### config.mk
export PLATFORM = sky130hd
export DESIGN_NAME = voice_allocator
export DESIGN_NICKNAME = d
export VERILOG_FILES = /design/src/rtl/voice_alloc_pkg.sv /design/src/rtl/voice_popcount.sv /design/src/rtl/voice_allocator.sv
export SDC_FILE = /design/constraint.sdc
export NUM_CORES = 1
export LEC_CHECK = 0
export BUFFER_PORTS_ARGS = -buffer_cell sky130_fd_sc_hd__buf_4
export CORE_MARGIN = 2
export CORE_UTILIZATION = 30
export DETAILED_ROUTE_END_ITERATION = 8
export GPL_ROUTABILITY_DRIVEN = 0
export PLACE_DENSITY_LB_ADDON = 0.12
export SLEW_MARGIN = 10
export SYNTH_ARGS = -nofsm -noshare
export SYNTH_HDL_FRONTEND = slang
export SYNTH_HIERARCHICAL = 1
export SYNTH_SLANG_ARGS = --single-unit
### constraint.sdc
create_clock -name reg_clk -period 6.16 [get_ports reg_clk]
set_input_delay 0.616 -clock reg_clk [delete_from_list [all_inputs] [get_ports reg_clk]]
set_output_delay 0.616 -clock reg_clk [all_outputs]
set_load 0.005 [all_outputs]
### src/rtl/voice_alloc_pkg.sv
// Shared types for the voice allocator.
//   alloc_state_t : allocator FSM states
//   alloc_cat_t   : scan category chosen at commit time
//   MIDI_W        : width of a MIDI data byte (key / velocity)
package voice_alloc_pkg;
  localparam int MIDI_W = 8;

  typedef enum logic [1:0] {IDLE, SCAN, COMMIT} alloc_state_t;
  typedef enum logic [2:0] {CAT_NONE, CAT_RETRIG, CAT_FREE, CAT_REL, CAT_STEAL} alloc_cat_t;
endpackage

### src/rtl/voice_popcount.sv
// Combinational population count of the per-voice gate vector.
//   i_vec : VOICES-bit vector
//   o_cnt : number of set bits (V_WIDTH+1 bits so a full vector fits)
module voice_popcount #(
  parameter int VOICES  = 32,
  parameter int V_WIDTH = 5
) (
  input  logic [VOICES-1:0] i_vec,
  output logic [V_WIDTH:0]  o_cnt
);
  always_comb begin
    o_cnt = '0;
    for (int i = 0; i < VOICES; i++) o_cnt = o_cnt + (V_WIDTH+1)'(i_vec[i]);
  end
endmodule

### src/rtl/voice_allocator.sv
// Maps MIDI note events onto a fixed pool of synth voices.
// An accepted event is scanned one voice per cycle against the key table,
// keys_on and voice_free; the best voice is committed after the last voice.
//   reg_clk / reset_reg_N       : clock, async active-low reset
//   ev_valid/ev_ready/ev_is_on/ev_key/ev_vel : event handshake + payload
//   all_off                      : release every gate, abort in-flight event
//   voice_free                   : per-voice envelope-decayed flags
//   keys_on, note_on, cur_*, active_keys, voice_stolen : engine-side outputs
module voice_allocator
  import voice_alloc_pkg::*;
#(
  parameter int VOICES  = 32,
  parameter int V_WIDTH = $clog2(VOICES)
) (
  input  logic                reg_clk,
  input  logic                reset_reg_N,
  input  logic                ev_valid,
  output logic                ev_ready,
  input  logic                ev_is_on,
  input  logic [MIDI_W-1:0]   ev_key,
  input  logic [MIDI_W-1:0]   ev_vel,
  input  logic                all_off,
  input  logic [VOICES-1:0]   voice_free,
  output logic [VOICES-1:0]   keys_on,
  output logic                note_on,
  output logic [V_WIDTH-1:0]  cur_key_adr,
  output logic [MIDI_W-1:0]   cur_key_val,
  output logic [MIDI_W-1:0]   cur_vel_on,
  output logic [MIDI_W-1:0]   cur_vel_off,
  output logic [V_WIDTH:0]    active_keys,
  output logic                voice_stolen
);
  alloc_state_t r_state, w_state_nxt;
  logic [V_WIDTH-1:0] r_idx, r_steal_ptr;
  logic [MIDI_W-1:0]  r_key_tab [VOICES];
  logic               r_is_on;
  logic [MIDI_W-1:0]  r_key, r_vel;
  // first (lowest-index) hit per category, accumulated during SCAN
  logic               r_c1_hit, r_c2_hit, r_c3_hit;
  logic [V_WIDTH-1:0] r_c1_idx, r_c2_idx, r_c3_idx;

  logic [VOICES-1:0]  r_keys_on, w_keys_nxt;
  logic [V_WIDTH:0]   r_active, w_pop;
  logic               r_note_on, r_stolen;
  logic [V_WIDTH-1:0] r_adr;
  logic [MIDI_W-1:0]  r_val, r_vel_on, r_vel_off;

  logic               w_accept, w_commit;
  alloc_cat_t         w_cat;
  logic [V_WIDTH-1:0] w_voice;
  logic               w_last;

  assign ev_ready     = (r_state == IDLE);
  assign w_accept     = ev_valid && ev_ready;
  assign w_last       = (r_idx == V_WIDTH'(VOICES-1));
  assign w_commit     = (r_state == COMMIT) && !all_off;
  assign keys_on      = r_keys_on;
  assign active_keys  = r_active;
  assign note_on      = r_note_on;
  assign voice_stolen = r_stolen;
  assign cur_key_adr  = r_adr;
  assign cur_key_val  = r_val;
  assign cur_vel_on   = r_vel_on;
  assign cur_vel_off  = r_vel_off;

  always_comb begin
    w_state_nxt = r_state;
    case (r_state)
      IDLE:    if (w_accept) w_state_nxt = SCAN;
      SCAN:    if (w_last)   w_state_nxt = COMMIT;
      COMMIT:                w_state_nxt = IDLE;
      default:               w_state_nxt = IDLE;
    endcase
    if (all_off) w_state_nxt = IDLE;
  end

  // Category resolution; note-off only ever considers a retrigger match.
  always_comb begin
    w_cat   = CAT_NONE;
    w_voice = r_steal_ptr;
    if (r_c1_hit) begin
      w_cat   = CAT_RETRIG;
      w_voice = r_c1_idx;
    end else if (r_is_on) begin
      if (r_c2_hit) begin
        w_cat   = CAT_FREE;
        w_voice = r_c2_idx;
      end else if (r_c3_hit) begin
        w_cat   = CAT_REL;
        w_voice = r_c3_idx;
      end else begin
        w_cat   = CAT_STEAL;
      end
    end
  end

  always_comb begin
    w_keys_nxt = r_keys_on;
    if (all_off)
      w_keys_nxt = '0;
    else if (w_commit && w_cat != CAT_NONE)
      w_keys_nxt[w_voice] = r_is_on;
  end

  // active_keys tracks keys_on on the same edge, so count the next value.
  voice_popcount #(.VOICES(VOICES), .V_WIDTH(V_WIDTH)) u_pop (
    .i_vec (w_keys_nxt),
    .o_cnt (w_pop)
  );

  always_ff @(posedge reg_clk or negedge reset_reg_N) begin
    if (!reset_reg_N) begin
      r_state     <= IDLE;
      r_idx       <= '0;
      r_steal_ptr <= '0;
      for (int i = 0; i < VOICES; i++) r_key_tab[i] <= '0;
      r_is_on     <= 1'b0;
      r_key       <= '0;
      r_vel       <= '0;
      r_c1_hit    <= 1'b0;
      r_c2_hit    <= 1'b0;
      r_c3_hit    <= 1'b0;
      r_c1_idx    <= '0;
      r_c2_idx    <= '0;
      r_c3_idx    <= '0;
      r_keys_on   <= '0;
      r_active    <= '0;
      r_note_on   <= 1'b0;
      r_stolen    <= 1'b0;
      r_adr       <= '0;
      r_val       <= '0;
      r_vel_on    <= '0;
      r_vel_off   <= '0;
    end else begin
      r_state   <= w_state_nxt;
      r_keys_on <= w_keys_nxt;
      r_active  <= w_pop;
      r_note_on <= 1'b0;
      r_stolen  <= 1'b0;
      case (r_state)
        IDLE: if (w_accept) begin
          r_is_on  <= ev_is_on;
          r_key    <= ev_key;
          r_vel    <= ev_vel;
          r_idx    <= '0;
          r_c1_hit <= 1'b0;
          r_c2_hit <= 1'b0;
          r_c3_hit <= 1'b0;
        end
        SCAN: begin
          r_idx <= w_last ? '0 : r_idx + 1'b1;
          if (!r_c1_hit && r_keys_on[r_idx] && r_key_tab[r_idx] == r_key) begin
            r_c1_hit <= 1'b1;
            r_c1_idx <= r_idx;
          end
          if (!r_c2_hit && !r_keys_on[r_idx] && voice_free[r_idx]) begin
            r_c2_hit <= 1'b1;
            r_c2_idx <= r_idx;
          end
          if (!r_c3_hit && !r_keys_on[r_idx]) begin
            r_c3_hit <= 1'b1;
            r_c3_idx <= r_idx;
          end
        end
        COMMIT: if (w_commit && w_cat != CAT_NONE) begin
          r_adr <= w_voice;
          r_val <= r_key;
          if (r_is_on) begin
            r_key_tab[w_voice] <= r_key;
            r_vel_on           <= r_vel;
            r_note_on          <= 1'b1;
            if (w_cat == CAT_STEAL) begin
              r_stolen    <= 1'b1;
              r_steal_ptr <= (r_steal_ptr == V_WIDTH'(VOICES-1)) ? '0 : r_steal_ptr + 1'b1;
            end
          end else begin
            r_vel_off <= r_vel;
          end
        end
        default: ;
      endcase
    end
  end
endmodule

==> results of run 1 <==
per-stage QoR:
| step | TNS [ns] | hold slack, ns | setup slack [ns] |
|---|---|---|---|
| CTS | 0 | 0.195 | 0.00445 |
| finish | 0 | 0.233 | 0.114 |
| global route | -0.133 | 0.224 | -0.133 |
| floorplan | 0 | 0.320 | 0.0244 |
| global placement | -0.0920 | 0.468 | -0.0920 |
| detailed placement | -0.267 | 0.473 | -0.212 |
worst max-delay path: cells and delay by family (launching register included):
kind | cells | cell delay, ns
AO/OA/AOI/OAI | 4 | 0.68
buffers and inverters | 5 | 0.47
AND/OR/NAND/NOR | 5 | 0.81
flip-flops | 1 | 0.46
XOR/XNOR | 1 | 0.14
adder cells (fa/ha/maj) | 8 | 3.41
routing by layer:
layer	share of wire [%]	up-vias	wire, microns	track usage [%]
met3	3.4	87	1850	2.42
met5	0	-	0	0
met1	45	6146	24500	24.1
met4	2.6	0	1400	5.25
met2	49	215	26600	30.5
li1	-	5217	-	-
final timing paths:
check                                    start             end  depth (start not counted)
worst max-delay path                  r_c1_hit  active_keys[4]                         23
worst min-delay path                 ev_vel[4]        r_vel[4]                          3
worst max register to register        r_c1_hit  active_keys[4]                         23
worst min register to register  cur_key_adr[4]  cur_key_adr[4]                          2
max in group asynchronous          reset_reg_N   r_key_tab[42]                          3
min in group asynchronous          reset_reg_N  cur_vel_off[7]                          2
placed cells by master, fill, tap and decap left out, drive strengths merged, types with 7 or more instances in the layout:
cell      n
a21oi    46
buf     245
a211oi   34
nor2b     8
mux2    289
clkinv    8
clkbuf   70
nand2   130
mux2i    45
xor2      7
a22oi    20
mux4     71
nand2b   12
nor2     59
ha       11
inv      47
dfrtp   372
fa       24
o21ai    17
synthesized netlist by cell type (4+ instances only):
cell type / n / share of area (%)
mux2i_1: 45 / 2.5
nand2_1: 130 / 2.7
dfrtp_1: 372 / 52
nor3_1: 6 / 0.17
buf_1: 13 / 0.27
nand2b_1: 12 / 0.42
a21oi_1: 45 / 1.3
mux2_2: 284 / 18
buf_6: 4 / 0.25
ha_1: 11 / 0.77
nor2_1: 59 / 1.2
xor2_1: 7 / 0.34
nor2b_1: 8 / 0.28
clkbuf_1: 55 / 1.2
a22oi_1: 20 / 0.84
a221oi_1: 5 / 0.25
mux2_4: 5 / 0.42
inv_1: 43 / 0.91
a211oi_1: 34 / 1.4
mux4_2: 71 / 9.0
buf_2: 10 / 0.28
fa_1: 24 / 2.7
o21ai_0: 16 / 0.45
flip-flops by register name, indices dropped and copies added, names as in the netlist, 2 cells and up:
name and cells:
r_c3_idx 5, r_key_tab 256, r_vel 8, r_key 8
r_state 2, r_c1_idx 5, r_steal_ptr 5, cur_vel_on 8
r_c2_idx 5, r_idx 5, cur_key_adr 5, keys_on 32
cur_vel_off 8, active_keys 6, cur_key_val 8
layout make-up:
cell class	count	area [sq um]
fillers	5682	36700
flip-flops and latches	372	9320
multi-input cells	831	8320
repair buffers	246	1930
clock buffers	70	1330
well taps	773	967
inverters	44	165
clock inverters	13	138
repair_timing:
action                                  CTS  global route
endpoints found under the setup margin    2             5
pin swaps                                39            22
hold buffers                              1             0
buffers inserted                         18            10
gates resized for setup                  32            14
endpoints found under the hold margin    36             0
cell families after synthesis:
logic type / count (synthesis) / synth area share [%]
simple gates: 236 / 5.61
flops: 372 / 52.2
xor+xnor: 10 / 0.491
mux: 405 / 29.9
compound gates: 145 / 5.36
buf+inv: 128 / 2.98
fa+ha+maj: 35 / 3.47
power by group through the flow:
stage	Combinational [mW]	Sequential, mW	Clock (mW)
3_5_place_dp	0.545	2.60	0
2_1_floorplan	0.352	2.55	0
3_3_place_gp	0.544	2.61	0
5_1_grt	0.640	2.57	2.85
6_report	0.588	2.56	2.65
4_1_cts	0.583	2.56	2.74
==> impl_results.md, run 1 <==
* PD cells at 262 mW/mm^2
* CTS tree: built
* Async set-or-reset flop fraction in the synthesized netlist at 100%
* Int Pwr at 4.30 mW
* Fmax at 165 MHz
* Die footprint at 0.0614 sq mm
* Syn avg cell area at 13.4 sq um
* Status: completed
* Sequential element share of the synthesized area at 52.2%
* Kind of critical path: flop to flop
* CTS root buf: clkbuf_16
* Vias in the first global route at 12,486
* Fin crit share at 98.1%
* FF-to-FF setup slack at 0.11 ns
* Util after Layout at 37.6%
* YS warnings at 6
* Switch share at 26.0%
* Worst-path cell chain: nand2b_1 > buf_4 > nor2_2 > buf_4 > a221o_1 > nand2_1 > nor2_4 > a21oi_1 > a211oi_2 > fa_1 > fa_1 > fa_1 > fa_1 > fa_1 > inv_1 > fa_1 > inv_1 > ha_2 > inv_2 > fa_2 > nand2b_4 > a21oi_2 > xor2_1
* CP endpoint kind: flop
* CORE AREA at 0.0589 sq mm
* Tightest Hold Check Type: input pin to flop
* WP data arrival at 6.55 ns
* Critical path startpoint category: flop
* Crit-path max FO at 5
* VDD IR-drop max at 0.179 mV
* Clock share of power at 45.7%
* Antenna diode count at 0
* Via count at 11,665
* Clock Latency Late Sink at 0.59 ns
* Maxcap violations at 0
* Lkg Pwr at 10.6 nW
* Placed cells at 2,237
* DRT Wirelength at 54,300 microns
* Slew margin rel. at 21.6%
* Clock Skew at 0.0305 ns
* Final setup vio count at 0
* H-tree levels at 2
* Unrepaired setup endpoints after global routing: yes
* Sequential power share at 44.1%
* Required @ worst endpoint at 6.67 ns
* DRT Pass-1 Iters at 4
* Syn nets at 1,419
* Min Tclk post-route at 6.05 ns
* Distinct cell type count after synthesis at 50
* Antenna viol nets, final at 0
* Comb pwr share at 10.1%
* Die Height at 248 microns
* Initial antenna violation count at 0
* Port bufs at 122
* DR WL/cell at 23.1 microns
* Slowest stage delay, CP at 0.54 ns
* DRT iter0 DRCs at 667
* EDFF count, synth at 0
* Fin. max-slew vios at 0
* Clock buffer depth at 3
* Synthesized area at 0.0178 sq mm
* Die width at 248 microns
* Layout net count at 1,628
* First-pass GRT wire length at 81,500 microns
* Flops & latches, synth at 372
* Post-DP HPWL at 35,900 microns
* Initial core utilization at 30.3%
* Remaining Overflow, GRT at 0
* Site Rows at 89
* Final std cells w/o fill at 2,349
* DP Area at 0.0203 sq mm
* Clock slew seen by the registers of the worst setup and hold paths at 0.06 ns
* Vias per cell at 4.97
* Layout area overhead at 24.4%
* Total CTS buffers at 45
* Worst path most repeated cell: fa_1
* Power, Total at 5.81 mW
* GR Util All Layers at 18.0%
* Slowest cell on crit path: fa_1
* Main synth FF type: dfrtp_1
* Final hold viol count at 0
* Cell area after layout at 0.0222 sq mm
* DRC Markers at 0
* Cell count after synthesis at 1,331
* Switching Power at 1.51 mW
* Largest net degree at the start of global routing at 175
* Slew @ Worst Pin at 1.17 ns
* Num Clock Sinks at 372
* IO Count at 123
* Layout cell share with drive strength beyond 1 at 46.6%
(Power assumes the default switching activity.)
==> run 2: changes to the inputs <==
ABC_AREA = 1   (was unset)
==> impl_results.md, run 2 <==
* Tightest Hold Check Type: input pin to async pin
* Worst path most repeated cell: nand2_1
* Maxcap violations at 0 (unchanged)
* DR WL/cell at 19.3 microns (-17%)
* Antenna viol nets, final at 0 (unchanged)
* Clock buffer depth at 3 (unchanged)
* Fmax at 166 MHz (+0.17%)
* Syn nets at 2,352 (+66%)
* Synthesized area at 0.0189 sq mm (+5.9%)
* Initial core utilization at 30.5% (+0.21 points)
* Slew @ Worst Pin at 1.01 ns (-0.167 ns)
* Post-synth top area cell: dfrtp_1
* Main synth FF type: dfrtp_1
* DRC Markers at 0 (unchanged)
* IO Count at 123 (unchanged)
* YS warnings at 6 (unchanged)
* Count leader, synth: nand2_1
* Async set-or-reset flop fraction in the synthesized netlist at 100% (unchanged)
* Required @ worst endpoint at 6.61 ns (-0.06 ns)
* WP data arrival at 6.49 ns (-0.06 ns)
* Fin crit share at 98.0% (-0.16 points)
* Area of the multi-input gates at 0.00870 sq mm (+4.6%)
* Die Height at 255 microns (+2.9%)
* Die footprint at 0.0649 sq mm (+5.8%)
* Layout cell share with drive strength beyond 1 at 17.4% (-29 points)
* Crit-path max FO at 5 (unchanged)
* Num Clock Sinks at 372 (unchanged)
* Power, Total at 6.59 mW (+14%)
* Port bufs at 122 (unchanged)
* Status: completed
* Final std cells w/o fill at 3,243 (+38%)
* Distinct cell type count after synthesis at 39 (-22%)
* Total CTS buffers at 45 (unchanged)
* Clock slew seen by the registers of the worst setup and hold paths at 0.06 ns (about the same)
* DRT Pass-1 Iters at 5 (+1)
* Site Rows at 91 (+2.2%)
* Largest net degree at the start of global routing at 99 (-43%)
* Buf/Inv on CP at 6 (+1)
* Die width at 255 microns (+2.9%)
* Clock Latency Late Sink at 0.58 ns (about the same)
* Layout area overhead at 19.9%
* Sequential element share of the synthesized area at 49.3% (-2.9 points)
* Yosys top cell area share at 49.3% (-2.9 points)
* Register area at 0.00932 sq mm (about the same)
* Min Tclk post-route at 6.04 ns (-0.0100 ns)
* EDFF count, synth at 0 (unchanged)
* Final hold viol count at 0 (unchanged)
* Post-synth top cells: nand2_1, dfrtp_1, nand3_1, o21a_1, o21ai_0
* Ranking of synthesized cells by area: dfrtp_1, nand2_1, nand3_1, o21a_1, o21ai_0
* CTS root buf: clkbuf_16
* Initial antenna violation count at 1 (+1)
* Cell family with most CP delay: adder cells
* CTS tree: built
* Slowest cell on crit path: fa_1
* VDD IR-drop max at 0.181 mV (+1.1%)
* CP endpoint kind: flop
* Kind of critical path: flop to flop
* Flops & latches, synth at 372 (unchanged)
* H-tree levels at 2 (unchanged)
* First-pass GRT wire length at 95,800 microns (+17%)
* Clock Skew at 0.0231 ns (-0.00733 ns)
* Cell count after synthesis at 2,264 (+70%)
* R2R Path Start: r_c2_hit
* Unrepaired setup endpoints after global routing: yes
* Via count at 15,881 (+36%)
* PD cells at 292 mW/mm^2 (+11%)
* Antenna diode count at 0 (unchanged)
* Fin. max-slew vios at 0 (unchanged)
* DRT Wirelength at 62,500 microns (+15%)
* Final setup vio count at 0 (unchanged)
* Critical path startpoint category: flop
* Biggest register: r_key_tab
* Largest register FFs at 256 (unchanged)
* Lkg Pwr at 10.5 nW (-0.94%)
* Post-DP HPWL at 40,700 microns (+13%)
* CP Launch Point: r_c2_hit
* Slowest stage delay, CP at 0.57 ns (+0.03 ns)
* DRT iter0 DRCs at 1,183 (+77%)
* Syn avg cell area at 8.34 sq um (-38%)
* CORE AREA at 0.0619 sq mm (+5.1%)
* Most frequent cells in the layout: nand2_1, dfrtp_1, nand3_1
* Slew margin rel. at 33.0% (+11 points)
* Remaining Overflow, GRT at 0 (unchanged)
* Layout net count at 2,466 (+51%)
* # fillers at 6,509 (+15%)
* Cts hold-fix bufs at 0 (-1)
* Commonest non-fill, non-tap cell in the layout: nand2_1
* Vias per cell at 4.90 (-1.4%)
* Placed cells at 3,149 (+41%)
* Vias in the first global route at 15,697 (+26%)
* GR Util All Layers at 19.4% (+1.4 points)
* FF-to-FF setup slack at 0.12 ns (about the same)
==> run 2: area by class of cell <==
type                            count  share of cell area [%]
Clock buffer                       63                    5.63
Tap cell                          837                    4.63
Clock inverter                     12                   0.630
Timing Repair Buffer              220                    7.59
Multi-Input combinational cell   1629                    38.5
Sequential cell                   372                    41.2
Inverter                          110                    1.86
==> run 2: worst reg2reg max path, stage by stage (launching register included) <==
cell,delay (ns)
dfrtp_2,0.46
buf_6,0.15
nand2_1,0.12
a21oi_4,0.08
nor2_4,0.18
inv_2,0.09
nor2_4,0.17
nand2_4,0.12
nor2_4,0.12
nand2_1,0.09
a221oi_4,0.34
fa_2,0.53
fa_1,0.57
fa_1,0.46
fa_1,0.50
fa_1,0.53
inv_1,0.05
fa_1,0.42
inv_1,0.07
ha_2,0.16
inv_1,0.05
fa_2,0.34
inv_1,0.06
nand2_1,0.04
nand2_1,0.07
nand2_1,0.05
nand2_1,0.05
nand2_1,0.05
==> run 2: cell families after synthesis <==
group,synth area share [%]
flip-flops,49.3
XOR/XNOR,0.186
AO/OA/AOI/OAI,13.4
buffers and inverters,6.32
adder cells (fa/ha/maj),3.28
AND/OR/NAND/NOR,27.5
==> run 2: path summary, 6_finish.rpt <==
check / cells past startpoint / end
worst min register to register: 2 / cur_vel_off[0]
worst max-delay path: 27 / active_keys[4]
worst max register to register: 27 / active_keys[4]
worst min-delay path: 1 / r_key_tab[190]
min in group reg_clk: 3 / r_vel[7]
max in group asynchronous: 2 / keys_on[8]
==> run 2: timing repair <==
item | 4_1_cts | 5_1_grt
cloned | 0 | 0
setup endpoints to repair | 2 | 3
buffers inserted | 0 | 19
resized for setup | 8 | 77
pin swaps | 0 | 36
==> run 2: metrics by stage <==
step	worst slack (ns)	hold WS, ns	cell area, sq um	setup TNS [ns]	utilization [%]
4_1_cts	0.0135	0.141	22200	0	35.8
3_3_place_gp	0.0352	0.462	20700	0	33.5
6_report	0.124	0.104	22600	0	36.5
2_1_floorplan	0.0876	0.320	18900	0	-
5_1_grt	-0.204	0.171	22600	-0.290	36.5
3_5_place_dp	-0.0682	0.461	20700	-0.0824	33.5
==> run 2: power breakdown <==
group / internal [mW] / leakage [nW] / switching (mW)
Combinational: 0.398 / 4.69 / 1.01
Clock: 1.55 / 0.703 / 1.06
Sequential: 2.50 / 5.07 / 0.0752
==> run 2: layer usage <==
metal  up-vias  global-route usage (%)  share of wire [%]
li1       7634                       -                  -
met1      7836                    27.0                 46
met2       325                    31.4                 47
met3        84                    2.79                4.3
met4         2                    5.46                2.4
met5         -                       0              0.019
